`src/rtl/rsa_seq_pkg.sv`:
```
// rsa_seq_pkg: shared state encoding and default phase timeout for the RSA job sequencer.
package rsa_seq_pkg;

    localparam int DEFAULT_TIMEOUT_CYCLES = 1000000;

    typedef enum logic [2:0] {
        S_IDLE,
        S_LOAD,
        S_INV_PULSE,
        S_INV_WAIT,
        S_EXP_PULSE,
        S_EXP_WAIT,
        S_RESULT
    } seq_state_t;

endpackage

```
`src/rtl/rsa_phase_timer.sv`:
```
// rsa_phase_timer: counts enabled cycles since the last clear and flags the cycle that
// reaches LIMIT, so the sequencer can abandon a phase that never finishes.
module rsa_phase_timer #(
    parameter int LIMIT = 16
) (
    input  logic clk,
    input  logic reset_n,
    input  logic i_clear,
    input  logic i_enable,
    output logic o_expired
);

    localparam int CW = $clog2(LIMIT + 1);

    logic [CW-1:0] r_count;

    always_ff @(posedge clk or negedge reset_n) begin
        if (!reset_n)
            r_count <= '0;
        else if (i_clear)
            r_count <= '0;
        else if (i_enable && r_count != CW'(LIMIT))
            r_count <= r_count + 1'b1;
    end

    // r_count holds the number of earlier enabled cycles, so LIMIT-1 marks the LIMIT-th one
    assign o_expired = i_enable && (r_count == CW'(LIMIT - 1));

endmodule

```
`src/rtl/rsa_job_sequencer.sv`:
```
// rsa_job_sequencer: accepts RSA jobs, drives the inverter and mod-exp phases of the
// downstream control block, skips the inverter when p,q repeat, and returns the result.
module rsa_job_sequencer
    import rsa_seq_pkg::*;
#(
    parameter int WIDTH          = 128,
    parameter int TIMEOUT_CYCLES = DEFAULT_TIMEOUT_CYCLES
) (
    input  logic               clk,
    input  logic               reset_n,
    input  logic               job_valid,
    output logic               job_ready,
    input  logic [WIDTH-1:0]   job_p,
    input  logic [WIDTH-1:0]   job_q,
    input  logic               job_mode,
    input  logic [2*WIDTH-1:0] job_msg,
    output logic [WIDTH-1:0]   rsa_p,
    output logic [WIDTH-1:0]   rsa_q,
    output logic               rsa_encrypt_decrypt,
    output logic [2*WIDTH-1:0] rsa_msg_in,
    output logic               rsa_reset_inverter,
    output logic               rsa_reset_mod_exp,
    input  logic               rsa_inverter_finish,
    input  logic               rsa_mod_exp_finish,
    input  logic [2*WIDTH-1:0] rsa_msg_out,
    output logic               res_valid,
    input  logic               res_ready,
    output logic [2*WIDTH-1:0] res_msg,
    output logic               res_error
);

    seq_state_t         r_state;
    seq_state_t         w_next;
    logic [WIDTH-1:0]   r_p;
    logic [WIDTH-1:0]   r_q;
    logic               r_mode;
    logic [2*WIDTH-1:0] r_msg;
    logic [WIDTH-1:0]   r_cache_p;
    logic [WIDTH-1:0]   r_cache_q;
    logic               r_cache_valid;
    logic [2*WIDTH-1:0] r_res_msg;
    logic               r_res_error;
    logic               r_first;
    logic               w_wait;
    logic               w_fin;
    logic               w_hit;
    logic               w_expired;
    logic               w_timeout;

    assign w_wait    = (r_state == S_INV_WAIT) || (r_state == S_EXP_WAIT);
    assign w_hit     = r_cache_valid && (r_p == r_cache_p) && (r_q == r_cache_q);
    // r_first masks a finish left over from the previous phase on the first wait cycle
    assign w_fin     = w_wait && !r_first &&
                       ((r_state == S_INV_WAIT) ? rsa_inverter_finish : rsa_mod_exp_finish);
    assign w_timeout = w_wait && !w_fin && w_expired;

    rsa_phase_timer #(
        .LIMIT(TIMEOUT_CYCLES)
    ) u_timer (
        .clk      (clk),
        .reset_n  (reset_n),
        .i_clear  ((r_state == S_INV_PULSE) || (r_state == S_EXP_PULSE)),
        .i_enable (w_wait),
        .o_expired(w_expired)
    );

    always_comb begin
        w_next             = r_state;
        job_ready          = (r_state == S_IDLE);
        rsa_reset_inverter = (r_state == S_INV_PULSE);
        rsa_reset_mod_exp  = (r_state == S_EXP_PULSE);
        res_valid          = (r_state == S_RESULT);
        case (r_state)
            S_IDLE:      w_next = job_valid ? S_LOAD : S_IDLE;
            S_LOAD:      w_next = w_hit ? S_EXP_PULSE : S_INV_PULSE;
            S_INV_PULSE: w_next = S_INV_WAIT;
            S_INV_WAIT:  w_next = w_fin ? S_EXP_PULSE : (w_timeout ? S_RESULT : S_INV_WAIT);
            S_EXP_PULSE: w_next = S_EXP_WAIT;
            S_EXP_WAIT:  w_next = (w_fin || w_timeout) ? S_RESULT : S_EXP_WAIT;
            S_RESULT:    w_next = res_ready ? S_IDLE : S_RESULT;
            default:     w_next = S_IDLE;
        endcase
    end

    always_ff @(posedge clk or negedge reset_n) begin
        if (!reset_n) begin
            r_state <= S_IDLE;
            r_first <= 1'b0;
        end else begin
            r_state <= w_next;
            r_first <= (r_state == S_INV_PULSE) || (r_state == S_EXP_PULSE);
        end
    end

    always_ff @(posedge clk or negedge reset_n) begin
        if (!reset_n) begin
            r_p    <= '0;
            r_q    <= '0;
            r_mode <= 1'b0;
            r_msg  <= '0;
        end else if (job_valid && r_state == S_IDLE) begin
            r_p    <= job_p;
            r_q    <= job_q;
            r_mode <= job_mode;
            r_msg  <= job_msg;
        end
    end

    always_ff @(posedge clk or negedge reset_n) begin
        if (!reset_n) begin
            r_cache_p     <= '0;
            r_cache_q     <= '0;
            r_cache_valid <= 1'b0;
            r_res_msg     <= '0;
            r_res_error   <= 1'b0;
        end else begin
            if (w_fin && r_state == S_INV_WAIT) begin
                r_cache_p     <= r_p;
                r_cache_q     <= r_q;
                r_cache_valid <= 1'b1;
            end
            if (w_fin && r_state == S_EXP_WAIT) begin
                r_res_msg   <= rsa_msg_out;
                r_res_error <= 1'b0;
            end
            // a stalled phase leaves the key state unknown, so it must be recomputed
            if (w_timeout) begin
                r_res_msg     <= '0;
                r_res_error   <= 1'b1;
                r_cache_valid <= 1'b0;
            end
        end
    end

    assign rsa_p               = r_p;
    assign rsa_q               = r_q;
    assign rsa_encrypt_decrypt = r_mode;
    assign rsa_msg_in          = r_msg;
    assign res_msg             = r_res_msg;
    assign res_error           = r_res_error;

endmodule

```
`config.mk`:
```
export PLATFORM = sky130hd
export DESIGN_NAME = rsa_job_sequencer
export DESIGN_NICKNAME = d
export VERILOG_FILES = /design/src/rtl/rsa_seq_pkg.sv /design/src/rtl/rsa_phase_timer.sv /design/src/rtl/rsa_job_sequencer.sv
export SDC_FILE = /design/constraint.sdc
export NUM_CORES = 2
export LEC_CHECK = 0
export BUFFER_PORTS_ARGS = -buffer_cell sky130_fd_sc_hd__buf_2
export CORE_AREA = 2 2 596 598
export DETAILED_ROUTE_END_ITERATION = 7
export DIE_AREA = 0 0 598 600
export PLACE_DENSITY = 0.39
export SLEW_MARGIN = 20
export SYNTH_ARGS = -nofsm -noshare
export SYNTH_HDL_FRONTEND = slang
export SYNTH_SLANG_ARGS = --single-unit
export TNS_END_PERCENT = 50
```
`constraint.sdc`:
```
create_clock -name clk -period 4.56 [get_ports clk]
set_input_delay 0.912 -clock clk [delete_from_list [all_inputs] [get_ports clk]]
set_output_delay 0.912 -clock clk [all_outputs]
set_load 0.01 [all_outputs]
```
==> summary.md <==
| Metric | Value |
|---|---|
| Status | `complete, no violations` |
| Worst Path Max Fanout | `5` |
| Startpoint Class | `register` |
| Post-synth cell types | `44` |
| Yosys reg bits | `1051` |
| Ys Warns | `0` |
| Total negative slack | `0 ps` |
| First drt pass iteration count | `6` |
| Clock buffer count from CTS | `143` |
| Post-synthesis simple-gate area fraction | `0.0643` |
| Die area | `359000 um2` |
| Clock Sinks | `1051` |
| Slew Viols, Final | `0` |
| Placement Setup Slack | `717 ps` |
| Number of max-cap violations | `0` |
| DRT Wirelength | `279 mm` |
| Clock Latency Late Sink | `870 ps` |
| # DRC | `0` |
| Part of the Yosys area used for sequential elements | `0.612` |
| Largest net degree at the start of global routing | `122` |
| Main combinational cell family by area after synthesis | `multiplexers` |
| Clock slew at reported path FFs | `70 ps` |
| Hold path start | `job_q[69]` |
| CTS Hold Bufs | `0` |
| Share of layout cells above drive strength 1 | `0.493` |
| Ys flop type | `dfrtp_1` |
| Setup Viol. Count Final | `0` |
| Tightest Hold Check Type | `primary input to register` |
| Synth Net Count | `4086` |
| Layout Utilization | `0.175` |
| Port-buffer cells | `1548` |
| Area growth, synth to finish | `43.4%` |
| Fin worst setup slack | `745 ps` |
| Max_slew headroom | `0.204` |
| I/O Pins | `1549` |
| Mux share of post-synthesis cell area | `0.220` |
| Antenna violations before repair | `249` |
| GP Congestion | `0.915` |
| PD cells | `795 nW/um2` |
| EDFF count, synth | `0` |
| Worst EP required | `5310 ps` |
| Leak pwr | `27.4 nW` |
| Worst path cell trace | `nor2b_1, a2111o_1, a2111oi_0, nand4_1, nor4_1, buf_4, and4_1, a31o_2` |
| CP Class | `register to register` |
| RSZ-0062 raised after global routing | `no` |
| Fin. Hold Viols | `0` |
| Worst VDD drop | `0.338 mV` |
| Worst reg2reg path startpoint | `rsa_p[96]$_DFFE_PN0P_` |
| Final net count | `5685` |
| Crit. End Element | `register` |
| Worst EP arrival | `4560 ps` |
| Post-DP HPWL | `234 mm` |
| Vias in the first global route | `35300` |
| Post-Synth XOR/XNOR Area | `0.0306` |
| Starting Density | `0.122` |
| Worst setup path start | `rsa_p[96]$_DFFE_PN0P_` |
| First-pass GRT wire length | `354 mm` |
| Worst Path Buf+Inv | `1` |
| Post-cts resize count | `0` |
| Tot GR Track Use | `0.149` |
| Total grt overflow | `0` |
| Iter 0 DRT Violations | `2159` |
| Worst Skew | `74.8 ps` |
| Cell count after synthesis | `3309` |
| Postcts setup bufs | `0` |
| CP max stage cell | `a2111oi_0` |
| Drt wl/cell | `28.7 um` |
| Post-route ant nets | `0` |
| H-tree depth | `4` |
| CP delay by family, top | `simple AND/OR/NAND/NOR gates` |
| Clk root buf | `clkbuf_16` |
| Core area | `352000 um2` |
| Die X | `598 um` |
| Max Root-Sink Buffers | `4` |
| Fmax | `262 MHz` |
| Worst Max-Slew Pin Slew | `1180 ps` |
| Complex-gate fraction of the synthesized area | `0.0390` |
| DR vias/cell | `3.55` |
| Post-Syn Area | `43000 um2` |
| Final Critical Period | `3820 ps` |
| Slowest stage delay, CP | `870 ps` |
| Asr flop ratio synth | `1.00` |
| Adder-Cell Fraction of Synth Area | `0.000583` |
| TritonCTS clock tree | `built` |
| Row cnt | `218` |
| Die Y | `600 um` |
| DR vias | `34500` |
| Syn avg cell area | `13.0 um2` |
| Tcrit/Tclk final | `0.837` |
[cells in the mapped netlist, types with 3 or more instances]
master	instances	area share
nand3_1	5	0.00058
mux2_2	610	0.16
nor2_1	285	0.025
and3_1	4	0.00058
a22o_1	5	0.0010
and4_1	4	0.00082
clkbuf_1	52	0.0045
buf_2	100	0.012
nor4_1	50	0.0073
nand2b_1	3	0.00044
xor2_1	99	0.020
a2111o_1	13	0.0034
nor3_1	8	0.00093
nor2b_1	50	0.0073
o21ai_0	164	0.019
a22oi_1	3	0.00052
dfrtp_1	1051	0.61
nand2_1	173	0.015
o22ai_1	78	0.011
inv_1	172	0.015
a2111oi_0	8	0.0016
mux2i_1	256	0.060
nand4_1	27	0.0039
o221ai_1	3	0.00061
xnor2_1	51	0.010
buf_4	13	0.0023
[cell type report]
| cell class | instances | area [um2] |
|---|---|---|
| Antenna cell | 76 | 190 |
| Clock buffer | 204 | 4160 |
| Clock inverter | 47 | 701 |
| Fill cell | 39000 | 290000 |
| Inverter | 173 | 649 |
| Multi-Input combinational cell | 1919 | 15300 |
| Sequential cell | 1051 | 26300 |
| Tap cell | 4620 | 5780 |
| Timing Repair Buffer | 1620 | 8540 |
[metal layers]
layer | GRT usage | vias up | part of all wire
met3 | 0.0701 | 657 | 0.11
met1 | 0.152 | 17300 | 0.34
met4 | 0.0737 | 100 | 0.055
met2 | 0.257 | 1684 | 0.49
li1 | - | 14700 | -
met5 | 0.00174 | - | 0.0026
[through the flow]
| step | instances | area, um2 | power, mW | hold slack [ps] |
|---|---|---|---|---|
| 2_1_floorplan | 3309 | 43000 | 25.8 | 460 |
| 3_3_place_gp | 9382 | 56600 | 37.5 | 486 |
| 3_5_place_dp | 9382 | 56600 | 37.7 | 490 |
| 4_1_cts | 9633 | 61400 | 50.1 | 39.8 |
| 5_1_grt | 9689 | 61600 | 52.0 | 194 |
| 6_report | 9710 | 61600 | 49.0 | 244 |
[path summary, 6_finish.rpt]
| check | endpoint | slack [ps] | cells after the start |
|---|---|---|---|
| max | r_state[2]$_DFF_PN0_ | 740 | 8 |
| min | rsa_q[69]$_DFFE_PN0P_ | 240 | 3 |
| max reg2reg | r_state[2]$_DFF_PN0_ | 740 | 8 |
| min reg2reg | r_cache_valid$_DFFE_PN0P_ | 490 | 2 |
| max in group asynchronous | res_msg[41]$_DFFE_PN0P_ | 2460 | 3 |
| min in group asynchronous | rsa_msg_in[171]$_DFFE_PN0P_ | 600 | 2 |
[tightest hold or removal path, cell delays in order]
cell and delay (ps):
buf_2 80, nand2_1 30, o21ai_0 50
[state kept, by name (all words and copies together) (netlist names)]
| name | count |
|---|---|
| res_error | 1 |
| rsa_msg_in | 256 |
| rsa_encrypt_decrypt | 1 |
| rsa_p | 128 |
| r_first | 1 |
| res_msg | 256 |
| r_cache_p | 128 |
| r_state | 3 |
| r_cache_q | 128 |
| rsa_q | 128 |
| u_timer.r_count | 20 |
| r_cache_valid | 1 |
[where the power goes]
group	internal [mW]	switching, mW	leakage (nW)
Sequential	13.9	4.04	12.7
Clock	7.12	4.79	2.40
Combinational	7.53	11.6	12.3
[cells in the final DEF, fill, tap and decap left out, types with 19 or more instances in the layout]
cell type	instances
buf_2	1547
clkbuf_16	145
buf_12	20
clkinv_2	19
nor2_1	285
nor2b_1	49
o22ai_1	78
buf_4	52
diode_2	76
mux2_2	610
xor2_1	99
nand2_1	173
mux2i_1	256
clkbuf_1	28
o21ai_0	164
dfrtp_1	1051
nand4_1	27
nor4_1	38
clkbuf_8	31
xnor2_1	51
inv_1	172
[logic make-up after synthesis]
group | Yosys count
adders and majority gates | 2
and+or+nand+nor | 620
DFF | 1051
buffers and inverters | 339
xor gates and xnor gates | 150
AOI/OAI and AO/OA | 281
muxes | 866
No activity file was read; power rests on OpenSTA's default activity.
